$ cat config.mk
export PLATFORM = sky130hd
export DESIGN_NAME = cpu8_alu
export DESIGN_NICKNAME = d
export VERILOG_FILES = /design/src/rtl/cpu8_alu.sv
export SDC_FILE = /design/constraint.sdc
export NUM_CORES = 1
export LEC_CHECK = 0
export ABC_CLOCK_PERIOD_IN_PS = 4300
export CAP_MARGIN = 20
export CORE_ASPECT_RATIO = 0.5
export CORE_MARGIN = 8
export CORE_UTILIZATION = 46
export DETAILED_ROUTE_END_ITERATION = 10
export GPL_TIMING_DRIVEN = 0
export MAX_ROUTING_LAYER = met4
export PLACE_DENSITY_LB_ADDON = 0.05
export SYNTH_ARGS = -nofsm -noshare
export SYNTH_HDL_FRONTEND = slang
export SYNTH_SLANG_ARGS = --single-unit
export TNS_END_PERCENT = 100
$ cat constraint.sdc
create_clock -name vclk -period 4.3
set_clock_uncertainty 0.15 [all_clocks]
set_input_delay 0.86 -clock vclk [all_inputs]
set_output_delay 0.86 -clock vclk [all_outputs]
set_load 0.005 [all_outputs]
$ cat src/rtl/cpu8_alu.sv
// cpu8_alu: 8-bit ALU with combinational RESULT/NZVC and a clocked carry register.
// The carry register and ADC/SBC exist only with ALU_CARRY_CHAIN_EN; otherwise 110/111 are XOR/NOT.
module cpu8_alu (
    input  logic       clk,
    input  logic       reset,
    input  logic [7:0] A,
    input  logic [7:0] B,
    input  logic [2:0] SEL,
    input  logic       FLAG_WE,
    output logic [7:0] RESULT,
    output logic [3:0] NZVC,
    output logic       CARRY_Q
);
`ifdef ALU_CARRY_CHAIN_EN
    localparam bit CHAIN = 1'b1;
    logic carry_q, carry_d;
    assign carry_d = FLAG_WE ? NZVC[0] : carry_q;
    always_ff @(posedge clk or negedge reset)
        if (!reset) carry_q <= 1'b0;
        else carry_q <= carry_d;
`else
    localparam bit CHAIN = 1'b0;
    logic carry_q;
    logic unused_ins;
    assign carry_q = 1'b0;
    assign unused_ins = &{1'b0, clk, reset, FLAG_WE};
`endif
    logic [7:0] op_b, logic_r;
    logic [8:0] sum;
    logic       sub, cin, is_logic, v;
    // INC/DEC reuse the ADD/SUB path with a constant 1 operand
    assign op_b     = (SEL[2:1] == 2'b10) ? 8'h01 : B;
    assign sub      = SEL[0];
    assign cin      = (SEL[2:1] == 2'b11) ? carry_q : 1'b0;
    assign sum      = sub ? {1'b0, A} - {1'b0, op_b} - {8'b0, cin}
                          : {1'b0, A} + {1'b0, op_b} + {8'b0, cin};
    assign is_logic = (SEL[2:1] == 2'b01) || (!CHAIN && SEL[2:1] == 2'b11);
    assign logic_r  = (SEL == 3'b010) ? A & B : (SEL == 3'b011) ? A | B : SEL[0] ? ~A : A ^ B;
    assign RESULT   = is_logic ? logic_r : sum[7:0];
    assign v        = ((A[7] ^ op_b[7]) == sub) && (RESULT[7] != A[7]);
    assign NZVC     = {RESULT[7], RESULT == 8'h00, !is_logic && v, !is_logic && sum[8]};
    assign CARRY_Q  = carry_q;
endmodule

# Word-level counts from Yosys, hierarchy flattened
# Cells that the tools add are included.
# word_totals
register_bits	0
input_bits	22
wordCells	26
# op_classes
eq_ne	7
n_addsub	2
reduce_logical	6
mux	6
n_bitwise	5
# op_table
operator	n
2-to-1 mux 8 bit	5
adder 8 x 8 -> 9 bit	1
2-to-1 mux 9 bit	1
subtractor 8 x 8 -> 9 bit	1
AND 8 bit	1
zero test 8 bit	1
NOT 8 bit	1
bitwise OR 8 bit	1
XOR 8 bit	1
== test 3 x 2 -> 1 bit, second input constant	2
== test 2 bit, second input constant	2
logical AND 1 bit	3
== test 2 x 1 -> 1 bit, second input constant	1
== test 1 bit	1
zero test 1 bit	1
logical OR 1 bit	1
inequality test 1 bit	1
XOR 1 bit	1

# Depth between registers and ports, before layout
# depth
word_depth	8
mapped_depth	12

# Worst setup path after synthesis
# OpenSTA, ideal clock, no wires.
# synth_timing
path_kind	input port to output port
startpoint	in SEL[0]
endpoint	out RESULT[7]
path_slack_ns	-0.199
t_arrival_ns	3.489
cell_stages	12
cell_sequence	buf_2 > buf_1 > clkbuf_1 > a21oi_1 > o21ai_0 > ha_1 > nor2b_1 > o2111ai_1 > a21oi_1 > o21a_1 > o31ai_1 > buf_4
# synth_between
elab_chain_cells	4
word_cells_on_any_way	7
cone_classes	eq/ne: 2; mux: 5
# synth_lines
element	line	rtl
start, declared	8	input logic [2:0] SEL,
== test 3 x 2 -> 1 bit / 2-to-1 mux 8 bit (equally long branches)	38	assign logic_r = (SEL == 3'b010) ? A & B : (SEL == 3'b011) ? A | B : SEL[0] ? ~A : A ^ B;
2-to-1 mux 8 bit (2 in a row)	38	
2-to-1 mux 8 bit (*)	39	assign RESULT = is_logic ? logic_r : sum[7:0];
end, declared	10	output logic [7:0] RESULT,
# Mark *: on every way between the ends. The rest lies on a longest branch, timed or not.

# Worst setup path after layout
# layout_timing
startpoint	in SEL[1]
endpoint	out NZVC[1]
# layout_between
elab_chain_cells	8
word_cells_on_any_way	19
cone_classes	add/sub: 2; eq/ne: 7; mux: 5; bitwise: 1; reduce/logical: 4
# layout_lines
element	line	rtl
== test 2 bit	32	assign op_b = (SEL[2:1] == 2'b10) ? 8'h01 : B;
2-to-1 mux 8 bit	32	
adder 8 x 8 -> 9 bit / subtractor 8 x 8 -> 9 bit (equally long branches)	36, 35	
2-to-1 mux 9 bit	35	assign sum = sub ? {1'b0, A} - {1'b0, op_b} - {8'b0, cin}
2-to-1 mux 8 bit	39	
inequality test 1 bit	40	assign v = ((A[7] ^ op_b[7]) == sub) && (RESULT[7] != A[7]);
logical AND 1 bit	40	
logical AND 1 bit (*)	41	assign NZVC = {RESULT[7], RESULT == 8'h00, !is_logic && v, !is_logic && sum[8]};
end, declared	11	output logic [3:0] NZVC,
# Marked as above.

==> impl_metrics.ini <==
[run]
cap_violations = 0

[setup_path]
crit_path_end_kind = primary output
startpoint = SEL[1]
crit_fanout = 10
crit_path_top_delay_cell = ha_1
path_common_cell = clkbuf_4
crit_arrival_ns = 3.37
start_kind = input pin
max_stage_delay_ns = 0.37
worstSetupPathType = in2out
required_ns = 3.29
path_cells = clkbuf_4 -> nand2b_1 -> clkbuf_4 -> a31oi_4 -> o21ai_1 -> ha_1 -> a21o_1 -> a21oi_2 -> a21oi_4 -> o21a_1 -> buf_4 -> nor2_4 -> mux2_4 -> buf_2

[cells_and_area]
fin_nets = 269
area_growth_pct = 58.2
drive_gt1_frac = 0.350
final_area_mm2 = 0.00195
regArea_um2 = 0
diodes = 0
nClkBuffers = 0
fillers = 214
seq_cell_count = 0

[global_routing]
grt_overflow = 0
grt_pass1_wl_mm = 5.60
grt_start_max_net_pins = 11
global_route.usage.met1 = 0.198
grt_pass1_vias = 1296
use_met2 = 0.268
grt.total_usage = 0.150
use_met3 = 0.00156
grt-busiest-layer = met2
grt_antenna_before_repair = 0

[route]
drc = 0
routed_wl_mm = 3.72
wl_per_cell_um = 14.5
drt-pass1-iter-count = 4
dr_total_vias = 1387
drt_iter0_drc = 68
via_per_inst = 5.40
ant_nets = 0

[sta]
min_period_ns = 4.38
final-setup-viol-count = 2
drv_slew = 0
fmax_mhz = 228
rsz0062_at_grt = yes
hold_viol_final = 0
setup_slack_ns = -0.0800
finalCritPeriodShare = 1.02

[yosys]
synth_cell_types = 41
yosysWarnings = 0
synth_nets = 217
synth.avg_cell_area_um2 = 7.24
synthesis.instances = 170
netlist_area_mm2 = 0.00123
yosysSeqAreaShare = 0

[pwr]
p_total_w = 0.000278
p_per_area_mw_per_mm2 = 143
leakage_nw = 0.918
peakVddDrop_v = 0.0000872

[floorplanning]
io_pins = 35
start_util = 0.479
die_y_um = 52.6
rows = 13
core_mm2 = 0.00257
die_w_um = 89.2
die_area_mm2 = 0.00469

[worst_hold_path]
worstHoldPathType = in2out
holdCritStartpoint = SEL[0]

[outcome]
outcome = complete, but fails checks
violations = negative setup slack

[clock_tree]
postCtsHoldBufs = 0

[placement]
dp_hpwl_mm = 2.64
io_buffers = 30
postPlaceCellArea_mm2 = 0.00159
gp_congestion = 0.797
[metal layers]
metal | vias up | part of all wire
li1 | 706 | -
met1 | 659 | 0.49
met2 | 22 | 0.49
met3 | 0 | 0.017
met4 | 0 | 0
met5 | - | 0
[where the power goes]
part	internal [W]	switching, W
clock network	0	0
registers	0	0
logic	0.000147	0.000132
total	0.000147	0.000132
[logic make-up (layout without fill, tap and decap cells)]
group / Yosys count / after routing / share of synthesized area
other: 1 / 1 / 0.00305
and+or+nand+nor: 48 / 48 / 0.210
muxes: 9 / 9 / 0.131
xor gates and xnor gates: 4 / 4 / 0.0285
AOI/OAI and AO/OA: 50 / 50 / 0.251
adders and majority gates: 25 / 25 / 0.260
buffers and inverters: 33 / 83 / 0.116
[cell usage in the layout (no fill, tap or decap), types with 3 or more instances in the layout]
cell and instances:
nor2_1 7, a21o_1 3, nor3_1 4, clkdlybuf4s50_1 15, o21ai_1 3, buf_4 22
a21oi_1 11, mux4_2 5, o21ai_0 3, buf_6 8, o31ai_1 3, a21oi_2 4
o21ai_2 3, a31oi_1 4, nand2_1 13, nor2b_1 3, dlygate4sd2_1 3, inv_1 23
ha_1 22
[cells in the mapped netlist (all sizes together) (4+ instances only)]
cell type	count	share of area
nand2	14	0.043
nor2	10	0.030
a21oi	16	0.065
inv	24	0.073
nor2b	5	0.025
buf	7	0.037
o31ai	4	0.024
a31oi	6	0.030
nor3	7	0.033
mux4	5	0.091
o21ai	9	0.037
mux2	4	0.040
ha	24	0.24
[final timing paths]
kind	end	slack (ns)	cells past startpoint
worst max-delay path	NZVC[1]	-0.08	14
worst min-delay path	RESULT[5]	2.22	6
[area by class of cell]
cell class | count | area (um^2) | share of cell area
repair buffers | 50 | 443 | 0.227
well taps | 37 | 46.3 | 0.0238
inverters | 24 | 90.1 | 0.0462
plain buffers | 9 | 82.6 | 0.0424
multi-input cells | 137 | 1290 | 0.660
[worst max-delay path: cells and delay by family]
kind	cells	cell delay [ns]
and+or+nand+nor	2	0.21
buffers and inverters	4	0.64
AOI/OAI and AO/OA	6	0.99
adders and majority gates	1	0.37
muxes	1	0.30
[per-stage QoR]
stage	setup TNS, ns	worst slack [ns]	cells	util	hold WS [ns]
finish	-0.145	-0.0800	257	0.758	2.22
floorplan	0	0.108	170	-	1.80
global placement	-8.59	-1.11	237	0.617	2.54
CTS	-0.0528	-0.0528	247	0.690	2.39
detailed placement	-8.53	-1.11	237	0.617	2.53
global route	-0.639	-0.222	257	0.758	2.28
[what timing repair did]
action,4_1_cts,5_1_grt
setup endpoints to repair,11,7
gates resized for setup,76,34
setup buffers,10,10
pin swaps,18,18
Power figures use the tool's default switching activity.
